`src/rtl/button_pkg.sv`:
```
// rtl/button_pkg.sv - shared constants and channel state type for the button/switch conditioner
package button_pkg;

  localparam int BTN_NEXT   = 0;
  localparam int BTN_HIT    = 1;
  localparam int BTN_STAND  = 2;
  localparam int BTN_DOUBLE = 3;
  localparam int BTN_GRESET = 4;

  localparam int SW_BET1  = 0;
  localparam int SW_BET2  = 1;
  localparam int SW_BET4  = 2;
  localparam int SW_BET8  = 3;
  localparam int SW_SPLIT = 4;

  // 10 ms of stability at 100 MHz
  localparam int DEF_SYNC_STAGES     = 2;
  localparam int DEF_DEBOUNCE_CYCLES = 1000000;

  typedef enum logic [1:0] {
    IDLE,
    PRESS_WAIT,
    PRESSED,
    RELEASE_WAIT
  } chan_state_t;

endpackage

```
`src/rtl/debounce_channel.sv`:
```
// rtl/debounce_channel.sv - one input channel: synchronizer plus debounce FSM with saturating counter
module debounce_channel
  import button_pkg::*;
#(
  parameter int SYNC_STAGES     = DEF_SYNC_STAGES,
  parameter int DEBOUNCE_CYCLES = DEF_DEBOUNCE_CYCLES,
  parameter bit PULSE_EN        = 1'b1
) (
  input  logic i_clk,
  input  logic i_reset,
  input  logic i_raw,
  output logic o_level,
  output logic o_pulse,
  output logic o_level_change
);

  localparam int             CW      = $clog2(DEBOUNCE_CYCLES + 1);
  localparam logic [CW-1:0]  CNT_MAX = CW'(DEBOUNCE_CYCLES);
  localparam logic [CW-1:0]  CNT_ONE = CW'(1);

  logic [SYNC_STAGES-1:0] r_sync;
  chan_state_t            r_state;
  logic [CW-1:0]          r_cnt;
  logic                   r_level;
  logic                   r_pulse;
  logic                   w_sync;
  logic                   w_accept;

  always_ff @(posedge i_clk) begin
    if (i_reset) begin
      r_sync <= '0;
    end else begin
      r_sync <= {r_sync[SYNC_STAGES-2:0], i_raw};
    end
  end

  assign w_sync = r_sync[SYNC_STAGES-1];

  // High on the edge where a wait state commits to the new level
  assign w_accept = (r_cnt == CNT_MAX) &&
                    (((r_state == PRESS_WAIT) && w_sync) ||
                     ((r_state == RELEASE_WAIT) && !w_sync));

  always_ff @(posedge i_clk) begin
    if (i_reset) begin
      r_state <= IDLE;
      r_cnt   <= '0;
      r_level <= 1'b0;
      r_pulse <= 1'b0;
    end else begin
      r_pulse <= 1'b0;
      case (r_state)
        IDLE: begin
          if (w_sync) begin
            r_state <= PRESS_WAIT;
            r_cnt   <= CNT_ONE;
          end
        end
        PRESS_WAIT: begin
          if (!w_sync) begin
            r_state <= IDLE;
            r_cnt   <= '0;
          end else if (w_accept) begin
            r_state <= PRESSED;
            r_cnt   <= '0;
            r_level <= 1'b1;
            r_pulse <= PULSE_EN;
          end else begin
            r_cnt <= r_cnt + CNT_ONE;
          end
        end
        PRESSED: begin
          if (!w_sync) begin
            r_state <= RELEASE_WAIT;
            r_cnt   <= CNT_ONE;
          end
        end
        RELEASE_WAIT: begin
          if (w_sync) begin
            r_state <= PRESSED;
            r_cnt   <= '0;
          end else if (w_accept) begin
            r_state <= IDLE;
            r_cnt   <= '0;
            r_level <= 1'b0;
          end else begin
            r_cnt <= r_cnt + CNT_ONE;
          end
        end
        default: begin
          r_state <= IDLE;
          r_cnt   <= '0;
        end
      endcase
    end
  end

  assign o_level        = r_level;
  assign o_pulse        = r_pulse;
  assign o_level_change = w_accept;

endmodule

```
`src/rtl/button_conditioner.sv`:
```
// rtl/button_conditioner.sv - debounced buttons/switches, press pulses and bet value for the game top
module button_conditioner
  import button_pkg::*;
#(
  parameter int N_BTN           = 5,
  parameter int N_SW            = 5,
  parameter int SYNC_STAGES     = DEF_SYNC_STAGES,
  parameter int DEBOUNCE_CYCLES = DEF_DEBOUNCE_CYCLES
) (
  input  logic             clk,
  input  logic             reset,
  input  logic [N_BTN-1:0] btn_raw,
  input  logic [N_SW-1:0]  sw_raw,
  output logic [N_BTN-1:0] btn_level,
  output logic [N_BTN-1:0] btn_pulse,
  output logic [N_SW-1:0]  sw_stable,
  output logic [3:0]       bet_value,
  output logic             sw_change
);

  logic [N_BTN-1:0] w_btn_change;
  logic [N_SW-1:0]  w_sw_change;
  logic [N_SW-1:0]  w_sw_pulse;
  logic             w_unused_ok;
  logic             r_sw_change;

  for (genvar i = 0; i < N_BTN; i++) begin : g_btn
    debounce_channel #(
      .SYNC_STAGES    (SYNC_STAGES),
      .DEBOUNCE_CYCLES(DEBOUNCE_CYCLES),
      .PULSE_EN       (1'b1)
    ) u_chan (
      .i_clk         (clk),
      .i_reset       (reset),
      .i_raw         (btn_raw[i]),
      .o_level       (btn_level[i]),
      .o_pulse       (btn_pulse[i]),
      .o_level_change(w_btn_change[i])
    );
  end

  for (genvar i = 0; i < N_SW; i++) begin : g_sw
    debounce_channel #(
      .SYNC_STAGES    (SYNC_STAGES),
      .DEBOUNCE_CYCLES(DEBOUNCE_CYCLES),
      .PULSE_EN       (1'b0)
    ) u_chan (
      .i_clk         (clk),
      .i_reset       (reset),
      .i_raw         (sw_raw[i]),
      .o_level       (sw_stable[i]),
      .o_pulse       (w_sw_pulse[i]),
      .o_level_change(w_sw_change[i])
    );
  end

  // Button edges are reported through btn_pulse; switch pulses are tied off inside the channel
  assign w_unused_ok = &{1'b0, w_btn_change, w_sw_pulse};

  // Registered so sw_change lines up with the sw_stable update it reports
  always_ff @(posedge clk) begin
    if (reset) begin
      r_sw_change <= 1'b0;
    end else begin
      r_sw_change <= |w_sw_change;
    end
  end

  assign sw_change = r_sw_change;
  assign bet_value = sw_stable[SW_BET8:SW_BET1];

endmodule

```
`config.mk`:
```
export PLATFORM = sky130hd
export DESIGN_NAME = button_conditioner
export DESIGN_NICKNAME = d
export VERILOG_FILES = /design/src/rtl/button_pkg.sv /design/src/rtl/debounce_channel.sv /design/src/rtl/button_conditioner.sv
export SDC_FILE = /design/constraint.sdc
export NUM_CORES = 1
export LEC_CHECK = 0
export CAP_MARGIN = 20
export CORE_ASPECT_RATIO = 1.5
export CORE_MARGIN = 5
export CORE_UTILIZATION = 60
export CTS_CLUSTER_DIAMETER = 50
export CTS_CLUSTER_SIZE = 16
export DETAILED_ROUTE_END_ITERATION = 12
export PLACE_DENSITY = 0.86
export SYNTH_ARGS = -nofsm -noshare
export SYNTH_HDL_FRONTEND = slang
export SYNTH_HIERARCHICAL = 1
export SYNTH_SLANG_ARGS = --single-unit
export TNS_END_PERCENT = 30
```
`constraint.sdc`:
```
create_clock -name clk -period 2.1 [get_ports clk]
set_input_delay 0.42 -clock clk [delete_from_list [all_inputs] [get_ports clk]]
set_output_delay 0.42 -clock clk [all_outputs]
set_load 0.005 [all_outputs]
```
==> results.cfg <==
[worst_setup_path]
cp_slowest_cell = or4b_4
endpoint_kind = register
timing.rr.start = g_sw[3].u_chan/r_cnt[13]
reg2reg_slack_ps = 60
cp-start-kind = register
cpPeakStageDelay_ps = 570
path_cells = or4b_4 > nor4b_4 > buf_4 > nand2_1 > or3_1 > a21oi_1
crit_required_ps = 2540
critical_path_class = reg -> reg
cp_max_fo = 5
crit_arrival_ps = 2470
startpoint = g_sw[3].u_chan/r_cnt[13]

[sta]
drv_slew = 0
finalSetupViolations = 0
setup_tns_ps = 0
finalHoldViolations = 0
skew_ps = 11.9
period_minus_slack_ps = 2040
fmax_mhz = 491
fin_crit_sh_pct = 97.0
rsz0062_at_grt = yes
worst_pin_slew_ps = 632
relSlewSlack_pct = 57.7

[place]
gp_congestion = 0.874
dpl.hpwl_um = 20900
port-buffer-count = 31
placed_cell_area_um2 = 14200

[floorplanning]
die_h_um = 193
initial_core_util_pct = 60.6
io_pins = 32
dieWidth_um = 132
coreArea_um2 = 22200
dieArea_um2 = 25600
rows = 67

[clock_network]
cts_tree = done
clkLatencyLatePin_ps = 510
cts.sinks = 256
numCtsBuffers = 23
ctsRootBufferMaster = clkbuf_16
cts_max_level = 1
cts.clk_slew.worst_paths_ps = 70
clock_path_buffers = 3

[synth]
syn_nets = 1621
syn_inst = 1589
ys_warn_count = 6
syn_area_um2 = 13500
syn_area_per_cell_um2 = 8.47

[drt]
routed-via-count = 12300
drc = 0
first_pass_iters = 5
routed_wl_um = 30300
wl_per_cell_um = 15.8
dr.first_iter.drc_count = 748
avgViaCountPerCell = 6.44
ant_nets = 0

[final_layout]
drive_gt1_share_pct = 12.7
nNetsFinal = 1664
final_util_pct = 67.4
fin_area_um2 = 15000
syn_to_final_growth_pct = 11.3
antenna_cells = 0

[global_route]
grt_pass1_wl_um = 51100
antenna_found_initial = 0
track_usage_pct = 22.1
grt_start_max_net_pins = 34
grt_pass1_vias = 11500
grt-ovfl-total = 0

[worst_hold_path]
min_from = reset
min_path_type = in -> reg

[pwr]
ir_drop_uv = 622
p_per_area_nw_per_um2 = 633
p_leak_nw = 4.92

[run_status]
status = complete, no violations

[job]
drv_cap = 0
## what timing repair did
| action | CTS | global route |
|---|---|---|
| setup buffers | 0 | 2 |
| hold buffers | 0 | 0 |
| pin swaps | 0 | 4 |
| endpoints found under the setup margin | 4 | 24 |
| gates resized for setup | 1 | 14 |
## sequential cells by signal, indices dropped and copies added, names as in the netlist, 5 cells and up, named ones only
name and count:
g_btn.u_chan/r_sync 10, g_btn.u_chan/o_pulse 5, g_sw.u_chan/r_sync 10, g_btn.u_chan/r_cnt 100
g_sw.u_chan/r_cnt 100, g_btn.u_chan/r_state 5, g_btn.u_chan/o_level 5, g_sw.u_chan/r_state 5
g_sw.u_chan/o_level 5
## worst paths after layout
kind | to | cells after the start
worst max-delay path | g_sw[3].u_chan/o_level | 6
worst min-delay path | g_btn[0].u_chan/r_sync[1] | 2
worst max register to register | g_sw[3].u_chan/o_level | 6
worst min register to register | g_sw[0].u_chan/r_sync[1] | 1
## layout by cell type, fill, tap and decap left out, types with 19 or more instances in the layout
cell,instances
nand4_1,37
a41oi_1,24
nor2_1,92
o21ai_1,24
a21oi_1,88
buf_4,66
nand2_1,167
and3_1,20
a31oi_1,154
and4_1,23
nand2b_1,26
inv_1,53
nor2b_1,21
clkbuf_16,23
dfxtp_1,254
clkdlybuf4s50_1,30
mux2i_1,24
or3_1,23
nor4b_1,23
o21ai_0,32
nor3_1,19
nand3_1,126
## critical path, delay by kind of cell, from the launching register on
family	cells	cell delay [ps]
AND/OR/NAND/NOR	4	1240
flip-flops	1	370
buffers and inverters	1	200
AO/OA/AOI/OAI	1	160
## through the flow
step / setup slack (ps) / cells / hold slack, ps / total power [W]
2_1_floorplan: 176 / 1589 / 414 / 0.00535
3_3_place_gp: 65.2 / 1881 / 419 / 0.00551
3_5_place_dp: 0.0673 / 1881 / 422 / 0.00552
4_1_cts: 53.0 / 1915 / 338 / 0.00956
5_1_grt: -24.7 / 1917 / 350 / 0.00982
6_report: 62.7 / 1917 / 359 / 0.00948
## routing by layer
metal / up-vias / global-route usage (%) / wire length (µm)
met1: 5896 / 25.8 / 12600
met5: - / 0 / 0
li1: 6069 / - / -
met4: 0 / 8.38 / 859
met2: 303 / 41.0 / 15700
met3: 77 / 2.73 / 1150
## power by group
group	switching (W)	leakage [nW]	internal, W
logic	0.000272	2.52	0.000174
registers	0.0000611	2.07	0.00491
clock network	0.00188	0.332	0.00218
total	0.00221	4.92	0.00727
## cell type report
type                       count  area (µm²)
clock buffer                  25         593
clock inverter                 9         101
fill                        1746        7240
inverter                      53         199
multi-input combinational   1195        7690
sequential                   256        5130
tap                          276         345
timing repair buffer         103         918
Note: power is estimated with default switching activity, not from simulation.
